$ cat src/rtl/axi_lite_bram_responder.sv
// AXI4-Lite responder driving the single-port instruction-memory BRAM programming port.
// Independent write and read engines share the port through a round-robin arbiter.
module axi_lite_bram_responder #(
   parameter int AXI_ADDR_WIDTH  = 32,
   parameter int BRAM_ADDR_WIDTH = 16,
   parameter int READ_LATENCY    = 1
) (
   input  logic                       i_clk,
   input  logic                       i_rst_n,
   input  logic [AXI_ADDR_WIDTH-1:0]  i_s_axi_awaddr,
   input  logic [2:0]                 i_s_axi_awprot,
   input  logic                       i_s_axi_awvalid,
   output logic                       o_s_axi_awready,
   input  logic [31:0]                i_s_axi_wdata,
   input  logic [3:0]                 i_s_axi_wstrb,
   input  logic                       i_s_axi_wvalid,
   output logic                       o_s_axi_wready,
   output logic [1:0]                 o_s_axi_bresp,
   output logic                       o_s_axi_bvalid,
   input  logic                       i_s_axi_bready,
   input  logic [AXI_ADDR_WIDTH-1:0]  i_s_axi_araddr,
   input  logic [2:0]                 i_s_axi_arprot,
   input  logic                       i_s_axi_arvalid,
   output logic                       o_s_axi_arready,
   output logic [31:0]                o_s_axi_rdata,
   output logic [1:0]                 o_s_axi_rresp,
   output logic                       o_s_axi_rvalid,
   input  logic                       i_s_axi_rready,
   output logic                       o_bram_en,
   output logic [3:0]                 o_bram_we,
   output logic [BRAM_ADDR_WIDTH-1:0] o_bram_addr,
   output logic [31:0]                o_bram_wrdata,
   input  logic [31:0]                i_bram_rddata
);

   localparam int         WORD_AW     = BRAM_ADDR_WIDTH - 2;
   localparam logic [1:0] RESP_OKAY   = 2'b00;
   localparam logic [1:0] RESP_SLVERR = 2'b10;
   localparam logic [1:0] LAT_LAST    = 2'(READ_LATENCY - 1);

   typedef enum logic [1:0] {W_COLLECT, W_ISSUE, W_RESP} wr_state_e;
   typedef enum logic [1:0] {R_IDLE, R_ISSUE, R_WAIT, R_RESP} rd_state_e;

   wr_state_e          wr_state_q, wr_state_d;
   rd_state_e          rd_state_q, rd_state_d;
   logic               live_q;
   logic               aw_held_q, aw_held_d;
   logic               aw_oor_q, aw_oor_d;
   logic [WORD_AW-1:0] aw_addr_q, aw_addr_d;
   logic               w_held_q, w_held_d;
   logic [31:0]        wdata_q, wdata_d;
   logic [3:0]         wstrb_q, wstrb_d;
   logic [1:0]         bresp_q, bresp_d;
   logic               ar_oor_q, ar_oor_d;
   logic [WORD_AW-1:0] ar_addr_q, ar_addr_d;
   logic [31:0]        rdata_q, rdata_d;
   logic [1:0]         rresp_q, rresp_d;
   logic [1:0]         lat_cnt_q, lat_cnt_d;
   logic               prio_q, prio_d;   // 1: read wins the next contested cycle

   logic aw_hs, w_hs, ar_hs;
   logic aw_oor_in, ar_oor_in;
   logic w_req, r_req, w_grant, r_grant;
   logic unused_bits;

   assign unused_bits = ^{i_s_axi_awprot, i_s_axi_arprot,
                          i_s_axi_awaddr[1:0], i_s_axi_araddr[1:0]};

   assign aw_oor_in = (i_s_axi_awaddr >> BRAM_ADDR_WIDTH) != '0;
   assign ar_oor_in = (i_s_axi_araddr >> BRAM_ADDR_WIDTH) != '0;

   assign o_s_axi_awready = live_q && (wr_state_q == W_COLLECT) && !aw_held_q;
   assign o_s_axi_wready  = live_q && (wr_state_q == W_COLLECT) && !w_held_q;
   assign o_s_axi_arready = live_q && (rd_state_q == R_IDLE);
   assign o_s_axi_bvalid  = (wr_state_q == W_RESP);
   assign o_s_axi_bresp   = bresp_q;
   assign o_s_axi_rvalid  = (rd_state_q == R_RESP);
   assign o_s_axi_rdata   = rdata_q;
   assign o_s_axi_rresp   = rresp_q;

   assign aw_hs = o_s_axi_awready && i_s_axi_awvalid;
   assign w_hs  = o_s_axi_wready && i_s_axi_wvalid;
   assign ar_hs = o_s_axi_arready && i_s_axi_arvalid;

   // Out-of-range accesses never request the port.
   assign w_req   = (wr_state_q == W_ISSUE) && !aw_oor_q;
   assign r_req   = (rd_state_q == R_ISSUE) && !ar_oor_q;
   assign w_grant = w_req && (!r_req || !prio_q);
   assign r_grant = r_req && (!w_req || prio_q);
   assign prio_d  = (w_req && r_req) ? !prio_q : prio_q;

   always_comb begin
      // NOTE: every output of a combinational block gets a default first so no latch is inferred.
      o_bram_en     = 1'b0;
      o_bram_we     = 4'h0;
      o_bram_addr   = '0;
      o_bram_wrdata = 32'h0;
      if (w_grant) begin
         o_bram_en     = 1'b1;
         o_bram_we     = wstrb_q;
         o_bram_addr   = {aw_addr_q, 2'b00};
         o_bram_wrdata = wdata_q;
      end else if (r_grant) begin
         o_bram_en   = 1'b1;
         o_bram_addr = {ar_addr_q, 2'b00};
      end
   end

   always_comb begin
      wr_state_d = wr_state_q;
      aw_held_d  = aw_held_q;
      aw_oor_d   = aw_oor_q;
      aw_addr_d  = aw_addr_q;
      w_held_d   = w_held_q;
      wdata_d    = wdata_q;
      wstrb_d    = wstrb_q;
      bresp_d    = bresp_q;
      case (wr_state_q)
         W_COLLECT: begin
            if (aw_hs) begin
               aw_held_d = 1'b1;
               aw_oor_d  = aw_oor_in;
               aw_addr_d = i_s_axi_awaddr[BRAM_ADDR_WIDTH-1:2];
            end
            if (w_hs) begin
               w_held_d = 1'b1;
               wdata_d  = i_s_axi_wdata;
               wstrb_d  = i_s_axi_wstrb;
            end
            if (aw_held_d && w_held_d) wr_state_d = W_ISSUE;
         end
         W_ISSUE: begin
            if (aw_oor_q) begin
               bresp_d    = RESP_SLVERR;
               wr_state_d = W_RESP;
            end else if (w_grant) begin
               bresp_d    = RESP_OKAY;
               wr_state_d = W_RESP;
            end
         end
         W_RESP: begin
            if (i_s_axi_bready) begin
               aw_held_d  = 1'b0;
               w_held_d   = 1'b0;
               wr_state_d = W_COLLECT;
            end
         end
         default: wr_state_d = W_COLLECT;
      endcase
   end

   always_comb begin
      rd_state_d = rd_state_q;
      ar_oor_d   = ar_oor_q;
      ar_addr_d  = ar_addr_q;
      rdata_d    = rdata_q;
      rresp_d    = rresp_q;
      lat_cnt_d  = lat_cnt_q;
      case (rd_state_q)
         R_IDLE: begin
            if (ar_hs) begin
               ar_oor_d   = ar_oor_in;
               ar_addr_d  = i_s_axi_araddr[BRAM_ADDR_WIDTH-1:2];
               rd_state_d = R_ISSUE;
            end
         end
         R_ISSUE: begin
            if (ar_oor_q) begin
               rdata_d    = 32'h0;
               rresp_d    = RESP_SLVERR;
               rd_state_d = R_RESP;
            end else if (r_grant) begin
               lat_cnt_d  = 2'd0;
               rd_state_d = R_WAIT;
            end
         end
         R_WAIT: begin
            // The last wait cycle is exactly READ_LATENCY cycles after the enable.
            if (lat_cnt_q == LAT_LAST) begin
               rdata_d    = i_bram_rddata;
               rresp_d    = RESP_OKAY;
               rd_state_d = R_RESP;
            end else begin
               lat_cnt_d = lat_cnt_q + 2'd1;
            end
         end
         R_RESP: begin
            if (i_s_axi_rready) rd_state_d = R_IDLE;
         end
         default: rd_state_d = R_IDLE;
      endcase
   end

   // NOTE: sequential state uses non-blocking assignments so all registers update from pre-edge values.
   always_ff @(posedge i_clk or negedge i_rst_n) begin
      if (!i_rst_n) begin
         live_q     <= 1'b0;
         wr_state_q <= W_COLLECT;
         rd_state_q <= R_IDLE;
         aw_held_q  <= 1'b0;
         aw_oor_q   <= 1'b0;
         aw_addr_q  <= '0;
         w_held_q   <= 1'b0;
         wdata_q    <= 32'h0;
         wstrb_q    <= 4'h0;
         bresp_q    <= RESP_OKAY;
         ar_oor_q   <= 1'b0;
         ar_addr_q  <= '0;
         rdata_q    <= 32'h0;
         rresp_q    <= RESP_OKAY;
         lat_cnt_q  <= 2'd0;
         prio_q     <= 1'b0;
      end else begin
         live_q     <= 1'b1;
         wr_state_q <= wr_state_d;
         rd_state_q <= rd_state_d;
         aw_held_q  <= aw_held_d;
         aw_oor_q   <= aw_oor_d;
         aw_addr_q  <= aw_addr_d;
         w_held_q   <= w_held_d;
         wdata_q    <= wdata_d;
         wstrb_q    <= wstrb_d;
         bresp_q    <= bresp_d;
         ar_oor_q   <= ar_oor_d;
         ar_addr_q  <= ar_addr_d;
         rdata_q    <= rdata_d;
         rresp_q    <= rresp_d;
         lat_cnt_q  <= lat_cnt_d;
         prio_q     <= prio_d;
      end
   end

endmodule
$ cat config.mk
export PLATFORM = sky130hd
export DESIGN_NAME = axi_lite_bram_responder
export DESIGN_NICKNAME = d
export VERILOG_FILES = /design/src/rtl/axi_lite_bram_responder.sv
export SDC_FILE = /design/constraint.sdc
export NUM_CORES = 1
export LEC_CHECK = 0
export ABC_AREA = 0
export CAP_MARGIN = 20
export CORE_MARGIN = 5
export CORE_UTILIZATION = 41
export DETAILED_ROUTE_END_ITERATION = 16
export GPL_ROUTABILITY_DRIVEN = 0
export HOLD_SLACK_MARGIN = 0.02
export PLACE_DENSITY_LB_ADDON = 0.05
export SETUP_SLACK_MARGIN = 0.05
export SYNTH_ARGS = -nofsm -noshare
export SYNTH_HDL_FRONTEND = slang
export SYNTH_SLANG_ARGS = --single-unit
$ cat constraint.sdc
create_clock -name i_clk -period 2.4 [get_ports i_clk]
set_clock_uncertainty 0.15 [all_clocks]
set_input_delay 0.24 -clock i_clk [delete_from_list [all_inputs] [get_ports i_clk]]
set_output_delay 0.24 -clock i_clk [all_outputs]
set_load 0.03 [all_outputs]
# Word level (Yosys, flattened, before mapping)
# Index checks and enable logic that the tools add are counted.
# Widths: inputs -> output; s select.
# totals
ff_bits	112
word_cells	108
# op_classes
addsub	1
n_eq_ne	16
n_mux	36
n_reduce_logical	39
# op_table
operator	n
$mux 32	3
$pmux 32 s2	1
$reduce_bool 32->1	2
$mux 16	2
$mux 2	16
$logic_and 1x1->1	13
$ne 2x2->1 const B	6
$reduce_and 2->1	5
$pmux 2 s2	2
$pmux 2 s4	1
$reduce_and 4->1	2
$logic_not 1->1	7
$mux 1	7
$eq 2x2->1 const B	3
$logic_not 2->1	3
$ne 2x1->1 const B	3
$ne 3x3->1 const B	2
$pmux 2 s3	1
$reduce_and 3->1	2
$reduce_bool 2->1	3
$eq 2x1->1 const B	2
$mux 4	1
$pmux 1 s2	2
$add 2x1->2 const B	1
$logic_or 1x1->1	2

# Logic depth before layout (Yosys ltp)
# Gate-level depths: netlist of run 1.
# depth
word_depth	9
mapped_depth	7
mapped_depth_nobuf	6

# Worst setup path after synthesis of run 1
# OpenSTA, ideal clock, no wires.
# synth_path
path_type	reg-to-output
startpoint	register rd_state_q[1]
endpoint	output port o_bram_addr[10]
t_arrival_ps	1670
t_required_ps	2010
setup_slack_ps	340
path_stages_with_launch	7
n_path_buf	1
path_cell_list	dfrtp_1 inv_1 ha_1 nand2b_1 nor2_1 clkbuf_1 a22o_1
# synth_via
elab_chain_len	6
elab_cells_between_ends	8
cone_classes	1 x eq/ne; 2 x mux; 5 x reduce/logical
# synth_lines
item	line_no	source
from (decl)	45	rd_state_e rd_state_q, rd_state_d;
from (signal assigned)	216	rd_state_q <= rd_state_d;
$eq 2x1->1 *	87	assign r_req = (rd_state_q == R_ISSUE) && !ar_oor_q;
$logic_and 1x1->1 *	87	
$logic_not 1->1	88	assign w_grant = w_req && (!r_req || !prio_q);
$logic_or 1x1->1	88	
$logic_and 1x1->1	88	
$mux 16 *	98	if (w_grant) begin
to (decl)	31	output logic [BRAM_ADDR_WIDTH-1:0] o_bram_addr,
# Mark *: on every way between the ends. The rest lies on a longest branch, timed or not.

# Final worst setup path of run 1
# layout_path
startpoint	register rd_state_q[0]
endpoint	output port o_bram_wrdata[17]
# layout_via
elab_chain_len	6
# layout_lines
item	line_no	source
$eq 2x1->1	87	
$logic_and 1x1->1	87	
$logic_not 1->1	88	
$logic_or 1x1->1	88	
$logic_and 1x1->1	88	
$mux 32	98	
to (decl)	32	output logic [31:0] o_bram_wrdata,
# Every way passes these cells.

==> results of run 1 <==
[flip-flops by register name, summed over array words and instances, names as in the netlist]
register       cells
o_s_axi_rdata     32
wdata_q           32
ar_addr_q         14
aw_addr_q         14
wstrb_q            4
lat_cnt_q          2
rd_state_q         2
wr_state_q         2
ar_oor_q           1
aw_held_q          1
aw_oor_q           1
live_q             1
o_s_axi_bresp      1
o_s_axi_rresp      1
prio_q             1
w_held_q           1
[logic make-up after synthesis]
kind of cell / share of synthesized area (%)
muxes: 18.1
buffers and inverters: 3.26
xor gates and xnor gates: 0.177
other: 0.152
adders and majority gates: 1.52
and+or+nand+nor: 10.1
AOI/OAI and AO/OA: 11.0
DFF: 55.7
[through the flow]
| stage | setup WS (ps) | cell area [um^2] |
|---|---|---|
| after floorplan | 340 | 4950 |
| after global placement | 67.2 | 7270 |
| after detailed placement | -36.2 | 7270 |
| after CTS | -1.51 | 7800 |
| after global routing | -70.5 | 8130 |
| final | 13.2 | 8130 |
[power groups by stage]
| stage | combinational (W) | sequential (W) | clock [W] |
|---|---|---|---|
| 2_1_floorplan | 0.00219 | 0.00359 | 0 |
| 5_1_grt | 0.00485 | 0.00332 | 0.00163 |
| 4_1_cts | 0.00440 | 0.00318 | 0.00156 |
| 3_5_place_dp | 0.00417 | 0.00319 | 0 |
| 6_report | 0.00457 | 0.00321 | 0.00152 |
| 3_3_place_gp | 0.00408 | 0.00316 | 0 |
[synthesized netlist by cell type (all sizes together)]
master	count
o311ai	2
and3	1
and2	38
nand2	12
clkbuf	11
nand4	1
o211a	1
o211ai	1
o22ai	1
a21oi	5
nand2b	4
o221ai	1
nor2b	4
nor4	8
a222oi	1
nor3b	1
conb	2
mux2	66
o21ai	7
buf	11
and4	1
nand3	5
xnor2	1
a22o	48
nor2	5
or3b	2
inv	8
ha	6
dfrtp	110
[how the worst max path moves through the flow]
stage                       start           endpoint  cells past startpoint  slack (ps)
floorplan           rd_state_q[1]    o_bram_addr[10]                      6         340
global placement    rd_state_q[1]    o_bram_addr[11]                      6          70
detailed placement  rd_state_q[1]    o_bram_addr[13]                      6         -40
CTS                 rd_state_q[0]   o_bram_wrdata[7]                      7          -2
global route        rd_state_q[0]    o_bram_addr[13]                      8         -70
finish              rd_state_q[0]  o_bram_wrdata[17]                      8          10
[area by class of cell]
type                       count  area share [%]
sequential                   110            33.8
tap                          147            2.26
timing repair buffer         255            33.2
clock buffer                  12            3.15
multi-input combinational    227            26.6
inverter                       8           0.369
clock inverter                 4           0.554
[repair_timing]
action                                 4_1_cts  5_1_grt
setup buffers                                5        3
gates resized for setup                     35       70
gates cloned                                 2        5
pin swaps                                   13       24
setup endpoints to repair                   53       51
endpoints found under the hold margin       47        0
hold buffers                                 1        0
[per-layer routing]
layer	share of wire, %	GRT usage [%]
met1	39	21.5
met2	52	33.2
met3	6.2	5.98
met4	2.6	6.80
met5	0	0
==> flow_metrics.py, run 1 <==
metrics = {
    "power": {
        "power_switching_w": 0.00330,
        "p_total_w": 0.00930,
        "pwr-share-comb_pct": 49.1,
        "swShare_pct": 35.5,
        "p_seq_share_pct": 34.5,
        "pwr-share-clk_pct": 16.3,
        "leakage_nw": 3.77,
        "p_int_w": 0.00599,
        "p_per_area_nw_per_um2": 1140,
        "peakVddDrop_v": 0.000696,
    },
    "clocking": {
        "root_buffer": "clkbuf_16",
        "numCtsBuffers": 9,
        "cts_sinks": 110,
        "ctsLongestPathBuffers": 2,
        "cts_tree": "yes",
        "htree_levels": 3,
        "clk_latency_ps": 350,
        "clk_pin_slew_worst_paths_ps": 70,
    },
    "placed_design": {
        "portBuffers": 224,
        "dp.cells": 731,
        "dpl.hpwl_um": 9610,
    },
    "yosys": {
        "synth.top_cell.area_share_pct": 55.7,
        "syn_area_per_cell_um2": 13.6,
        "ys_ff_latch": 110,
        "synth_cell_types": 38,
        "yosysWarnings": 0,
        "syn-cell-area_um2": 4940,
        "syn_inst": 364,
        "synth_top_cells_by_area": "dfrtp_1 (56%), mux2_4 (12%), a22o_1 (8.5%), mux2_2 (5.9%), and2_1 (4.8%)",
        "synth_top_cell_by_area": "dfrtp_1",
        "ys_seq_area_share_pct": 55.7,
    },
    "grt": {
        "grt_max_degree": 51,
        "grt.overflow.total": 0,
        "grt_usage_pct": 18.9,
        "grt_pass1_vias": 4184,
        "grt_pass1_wl_um": 21300,
        "antenna_found_initial": 0,
    },
    "route": {
        "drt_iter0_drc": 198,
        "viasPerCell": 5.08,
        "drtAntennaViolNets": 0,
        "drc": 0,
        "drt_first_pass_iters": 4,
        "avgRoutedWirePerCell_um": 18.4,
        "vias": 3879,
        "routed_wl_um": 14100,
    },
    "timing": {
        "fin_crit_sh_pct": 99.4,
        "timing.final.hold_violations": 0,
        "max-slew-margin-rel_pct": 54.7,
        "fmax_mhz": 419,
        "worst_pin_slew_ps": 680,
        "slew_violations": 0,
        "hold_ws_ps": 318,
        "period_minus_slack_ps": 2390,
        "setup_violations": 0,
        "rsz0062_at_grt": "yes",
        "setup-tns-final_ps": 0,
    },
    "worst_setup_path": {
        "r2r_cells": 6,
        "max_stage_delay_ps": 410,
        "cp.required_ps": 2010,
        "r2r_start": "rd_state_q[1]",
        "reg2reg_to": "rd_state_q[1]",
        "critical_path_arrival_ps": 2000,
        "rrSetupSlack_ps": 280,
        "cp_max_fo": 5,
        "critical_path.top_delay_family": "buffers and inverters",
        "start_kind": "flip-flop",
        "critical_path_class": "flip-flop to output port",
        "crit_chain": "ha_4 > buf_6 > nor2b_4 > a21oi_4 > buf_6 > clkbuf_16 > and2_4 > buf_6",
        "crit_buf_inv": 4,
        "cpMaxStageDelayCell": "dfrtp_1",
        "crit_path_end_kind": "output port",
        "worst_path_most_repeated_cell": "buf_6",
    },
    "floorplan": {
        "fp.dieH_um": 120,
        "io_pins": 239,
        "dieArea_um2": 14400,
        "core_um2": 11900,
        "die_width_um": 120,
        "num_rows": 40,
        "initial_core_util_pct": 41.5,
    },
    "cells_and_area": {
        "ff_latch_area_um2": 2750,
        "num_antenna_cells": 0,
        "drive_gt1_share_pct": 33.6,
        "fin_nets": 762,
        "final_cell_mix": "clkdlybuf4s50_1 (169), dfrtp_1 (110), buf_6 (54)",
        "layout_commonest_cell": "clkdlybuf4s50_1",
        "multi_input_area_um2": 2160,
        "fillCellCount": 880,
        "syn2layout_area_growth_pct": 64.5,
        "final_cells": 763,
        "final_util_pct": 68.3,
    },
    "outcome": {
        "run_status": "completed",
    },
    "run": {
        "drv_cap": 0,
    },
    "worst_hold_path": {
        "min_path_type": "input port to async pin",
    },
}
Power figures use the tool's default switching activity.
==> inputs of run 2 (changes only) <==
--- a/config.mk
+++ b/config.mk
@@ -7,7 +7,7 @@
 export LEC_CHECK = 0
 export ABC_AREA = 0
 export CAP_MARGIN = 20
-export CORE_MARGIN = 5
+export CORE_MARGIN = 1
 export CORE_UTILIZATION = 41
 export DETAILED_ROUTE_END_ITERATION = 16
 export GPL_ROUTABILITY_DRIVEN = 0
==> run 2 against run 1 <==
The run now ends with DRC, setup timing left; via count fell by 1.5%; largest cell class unchanged; final cell count fell by 1.2%; largest power group unchanged; fmax fell by 1.6%.
==> flow_metrics.py, run 2 (synthesis gave the netlist of run 1 again) <==
metrics = {
    "outcome": {
        "run_status": "finished with violations",
        "violations": "DRC, setup timing",
    },
    "clocking": {
        "root_buffer": "clkbuf_16",
        "cts_sinks": 110,
        "ctsLongestPathBuffers": 2,
        "clk_latency_ps": 350,
        "numCtsBuffers": 9,
        "htree_levels": 3,
        "cts_tree": "yes",
        "clk_pin_slew_worst_paths_ps": 70,
    },
    "floorplan": {
        "io_pins": 239,
        "die_width_um": 112,
        "initial_core_util_pct": 42.7,
        "num_rows": 39,
        "dieArea_um2": 12500,
        "fp.dieH_um": 112,
        "core_um2": 11600,
    },
    "timing": {
        "postLayoutSetupSlackWorst_ps": -24.8,
        "worst_pin_slew_ps": 518,
        "fmax_mhz": 412,
        "setup-tns-final_ps": -84.3,
        "hold_ws_ps": 253,
        "timing.final.hold_violations": 0,
        "rsz0062_at_grt": "yes",
        "max-slew-margin-rel_pct": 65.5,
        "fin_crit_sh_pct": 101,
        "slew_violations": 0,
        "period_minus_slack_ps": 2420,
        "setup_violations": 10,
    },
    "placed_design": {
        "dp.cells": 729,
        "portBuffers": 224,
        "post-place-ws_ps": 37.8,
        "dpl.hpwl_um": 8900,
    },
    "power": {
        "p_total_w": 0.00904,
        "p_per_area_nw_per_um2": 1140,
        "leakage_nw": 3.70,
        "peakVddDrop_v": 0.000753,
    },
    "cells_and_area": {
        "final_cells": 754,
        "fin_nets": 757,
        "layout_commonest_cell": "clkdlybuf4s50_1",
        "num_antenna_cells": 0,
        "syn2layout_area_growth_pct": 60.8,
        "final_cell_mix": "clkdlybuf4s50_1 (169), dfrtp_1 (110), a22o_1 (48)",
        "drive_gt1_share_pct": 32.7,
    },
    "worst_setup_path": {
        "critical_path_class": "flip-flop to output port",
        "cp.required_ps": 2010,
        "crit_path_end_kind": "output port",
        "critical_path_arrival_ps": 2030,
        "start_kind": "flip-flop",
        "cp_max_fo": 5,
    },
    "route": {
        "drc": 13,
        "viasPerCell": 5.07,
        "drt_first_pass_iters": 10,
        "drtAntennaViolNets": 0,
        "vias": 3822,
        "avgRoutedWirePerCell_um": 17.4,
        "routed_wl_um": 13100,
        "drt_iter0_drc": 153,
    },
    "grt": {
        "grt_usage_pct": 21.4,
        "grt.overflow.total": 0,
        "antenna_found_initial": 0,
        "grt_pass1_wl_um": 20900,
        "grt_pass1_vias": 4021,
        "grt_max_degree": 52,
    },
    "worst_hold_path": {
        "min_path_type": "input port to async pin",
    },
    "run": {
        "drv_cap": 0,
    },
}
==> run 2: path summary, 6_finish.rpt <==
check | depth (start not counted) | to | slack (ps) | start
min reg2reg | 2 | o_s_axi_rresp[1] | 350 | o_s_axi_rresp[1]
max | 7 | o_bram_we[1] | -20 | aw_oor_q
min | 2 | wdata_q[9] | 250 | i_rst_n
max reg2reg | 5 | aw_addr_q[11] | 340 | wr_state_q[1]
max in group asynchronous | 3 | o_s_axi_rdata[15] | 1200 | i_rst_n
min in group i_clk | 2 | o_s_axi_rdata[17] | 330 | i_bram_rddata[17]
==> run 2: area by class of cell <==
| cell class | instances | area [um^2] |
|---|---|---|
| Tap cell | 143 | 179 |
| Multi-Input combinational cell | 227 | 2150 |
| Clock inverter | 5 | 32.5 |
| Timing Repair Buffer | 250 | 2560 |
| Fill cell | 830 | 3610 |
| Clock buffer | 11 | 253 |
| Sequential cell | 110 | 2750 |
| Inverter | 8 | 30.0 |
==> run 2: worst max-delay path, cell delays in order, from the launching register on <==
cell and delay [ps]:
dfrtp_1 380, or3b_4 410, buf_6 140, a21oi_4 170, buf_6 170, clkbuf_16 150
and2_4 150, buf_6 120
==> run 2: stage by stage <==
| stage | instance area (um^2) | util [%] |
|---|---|---|
| 3_5_place_dp | 7280 | 62.9 |
| 6_report | 7950 | 68.8 |
| 3_3_place_gp | 7280 | 62.9 |
| 5_1_grt | 7950 | 68.8 |
| 2_1_floorplan | 4950 | - |
| 4_1_cts | 7790 | 67.4 |
==> run 2: repair_timing <==
| action | CTS | global route |
|---|---|---|
| pin swaps | 10 | 10 |
| endpoints found under the setup margin | 54 | 50 |
| gates resized for setup | 52 | 35 |
| hold buffers | 1 | 0 |
| cloned | 2 | 2 |
| setup buffers | 3 | 1 |
| endpoints found under the hold margin | 35 | 0 |
==> run 2: metal layers <==
metal,up-vias,part of all wire [%],GRT usage (%),routed length [um]
li1,1781,-,-,-
met1,1883,41,26.5,5400
met3,13,6.3,4.74,830
met2,145,51,36.7,6670
met5,-,0,0,0
met4,0,1.4,7.57,188
==> run 2: power by group <==
group          internal, W  switching, W
Combinational      0.00228       0.00209
Clock             0.000762      0.000674
Sequential         0.00272      0.000519
Total              0.00576       0.00328
==> inputs of run 3 (changes only) <==
--- a/config.mk
+++ b/config.mk
@@ -8,7 +8,7 @@
 export ABC_AREA = 0
 export CAP_MARGIN = 20
 export CORE_MARGIN = 1
-export CORE_UTILIZATION = 41
+export CORE_UTILIZATION = 39
 export DETAILED_ROUTE_END_ITERATION = 16
 export GPL_ROUTABILITY_DRIVEN = 0
 export HOLD_SLACK_MARGIN = 0.02
==> constraint.sdc (replaced) <==
create_clock -name i_clk -period 2.4 [get_ports i_clk]
set_clock_uncertainty 0.15 [all_clocks]
set_input_delay 0.24 -clock i_clk [delete_from_list [all_inputs] [get_ports i_clk]]
set_output_delay 0.24 -clock i_clk [all_outputs]
set_load 0.02 [all_outputs]
==> run 3 against run 2 <==
The flow now finishes without violations; worst setup slack improved by 110 ps; sequential share of layout area rose by 2.0 points; power fell by 7.0%; sequential cell count did not move; core utilization fell by 6.9 points; final cell count rose by 2.5%; first-iteration DRC count fell by 9.2%; fmax rose by 4.6%; sequential power fell by 1%; highest routed layer unchanged; routed wire length fell by 4.8%; global-route usage fell by 1.8 points.
==> flow_metrics.py, run 3 (synthesis gave the netlist of run 1 again) <==
metrics = {
    "route": {
        "viasPerCell": 4.85,
        "routed_wl_um": 12500,
        "avgRoutedWirePerCell_um": 16.1,
        "drt_iter0_drc": 139,
        "top_layer_used": "met4",
        "vias": 3746,
        "drc": 0,
        "wl_met1_um": 5280,
        "drtAntennaViolNets": 0,
        "wl_met2_um": 6170,
        "drt_first_pass_iters": 4,
        "met3WireLength_um": 774,
    },
    "cells_and_area": {
        "drive_gt1_share_pct": 26.1,
        "final_util_pct": 61.9,
        "final_cell_mix": "clkdlybuf4s50_1 (169), dfrtp_1 (110), buf_2 (50)",
        "syn2layout_area_growth_pct": 52.2,
        "ff_latch_area_um2": 2750,
        "multi_input_area_um2": 2060,
        "num_antenna_cells": 0,
        "fin_nets": 751,
        "layout_commonest_cell": "clkdlybuf4s50_1",
        "fillCellCount": 1023,
    },
    "floorplan": {
        "core_um2": 12200,
        "num_rows": 40,
        "io_pins": 239,
        "die_width_um": 115,
        "dieArea_um2": 13100,
        "initial_core_util_pct": 40.6,
        "fp.dieH_um": 115,
    },
    "timing": {
        "fin_crit_sh_pct": 96.6,
        "postLayoutSetupSlackWorst_ps": 81.1,
        "setup_violations": 0,
        "max-slew-margin-rel_pct": 64.0,
        "timing.final.hold_violations": 0,
        "fmax_mhz": 431,
        "rsz0062_at_grt": "yes",
        "worst_pin_slew_ps": 540,
        "hold_ws_ps": 289,
        "slew_violations": 0,
        "period_minus_slack_ps": 2320,
    },
    "worst_setup_path": {
        "max_stage_delay_ps": 430,
        "cp_max_fo": 21,
        "crit_chain": "or3b_4 > a21oi_4 > buf_12 > a22o_1 > buf_2",
        "cpMaxStageDelayCell": "or3b_4",
        "crit_path_end_kind": "output port",
        "cp.required_ps": 2010,
        "crit_buf_inv": 2,
        "rrSetupSlack_ps": 330,
        "critical_path_arrival_ps": 1930,
        "start_kind": "flip-flop",
        "critical_path.top_delay_family": "simple AND/OR/NAND/NOR gates",
        "critical_path_class": "flip-flop to output port",
    },
    "clocking": {
        "numCtsBuffers": 9,
        "ctsLongestPathBuffers": 2,
        "cts_tree": "yes",
        "cts_setup_buffers": 0,
        "htree_levels": 3,
        "clk_pin_slew_worst_paths_ps": 70,
        "clk_latency_ps": 340,
        "root_buffer": "clkbuf_16",
        "cts_sinks": 110,
    },
    "power": {
        "p_int_w": 0.00558,
        "swShare_pct": 33.7,
        "pwr-share-clk_pct": 17.5,
        "peakVddDrop_v": 0.000582,
        "p_seq_share_pct": 37.9,
        "power_switching_w": 0.00283,
        "leakage_nw": 3.58,
        "p_per_area_nw_per_um2": 1120,
        "pwr-share-comb_pct": 44.6,
    },
    "grt": {
        "grt.overflow.total": 0,
        "grt_pass1_wl_um": 19900,
        "grt_pass1_vias": 3970,
        "grt_max_degree": 45,
        "grt_usage_pct": 19.5,
        "antenna_found_initial": 0,
    },
    "placed_design": {
        "dpl.hpwl_um": 9070,
        "post-place-ws_ps": -10.5,
        "portBuffers": 224,
    },
    "run": {
        "drv_cap": 0,
    },
    "worst_hold_path": {
        "min_path_type": "input port to async pin",
    },
    "outcome": {
        "run_status": "completed",
    },
}
[run 3: worst paths after layout]
kind | endpoint | start | cells past startpoint
worst max-delay path | o_bram_addr[5] | wr_state_q[1] | 5
worst min-delay path | wdata_q[5] | i_rst_n | 2
worst max register to register | aw_addr_q[12] | wr_state_q[1] | 5
worst min register to register | o_s_axi_rresp[1] | o_s_axi_rresp[1] | 2
max in group asynchronous | aw_held_q | i_rst_n | 3
min in group i_clk | o_s_axi_rresp[1] | o_s_axi_rresp[1] | 2
[run 3: area by class of cell]
type	instances	share of cell area, %
flip-flops and latches	110	36.6
well taps	168	2.79
repair buffers	244	29.1
clock inverters	4	0.632
inverters	8	0.399
clock buffers	12	3.14
multi-input cells	227	27.3
[run 3: per-layer routing]
| metal | GRT usage, % | vias up |
|---|---|---|
| li1 | - | 1772 |
| met1 | 24.4 | 1837 |
| met2 | 32.9 | 124 |
| met3 | 4.76 | 13 |
| met4 | 7.10 | 0 |
| met5 | 0 | - |
[run 3: per-stage QoR]
| step | instances | total power [W] | setup TNS [ps] | area, um^2 |
|---|---|---|---|---|
| after floorplan | 367 | 0.00546 | 0 | 4950 |
| after global routing | 773 | 0.00893 | 0 | 7520 |
| after CTS | 773 | 0.00851 | 0 | 7520 |
| after detailed placement | 756 | 0.00713 | -27.8 | 7470 |
| final | 773 | 0.00841 | 0 | 7520 |
| after global placement | 756 | 0.00700 | -6.23 | 7470 |
[run 3: repair_timing]
| action | 4_1_cts | 5_1_grt |
|---|---|---|
| hold buffers | 1 | 0 |
| gates resized for setup | 205 | 2 |
| endpoints found under the hold margin | 37 | 0 |
| pin swaps | 0 | 1 |
| endpoints found under the setup margin | 53 | 38 |
[run 3: power groups by stage]
stage          logic (W)  registers, W  clock network [W]
4_1_cts          0.00380       0.00319            0.00152
2_1_floorplan    0.00205       0.00341                  0
3_3_place_gp     0.00385       0.00316                  0
3_5_place_dp     0.00392       0.00321                  0
5_1_grt          0.00403       0.00330            0.00160
6_report         0.00375       0.00319            0.00147
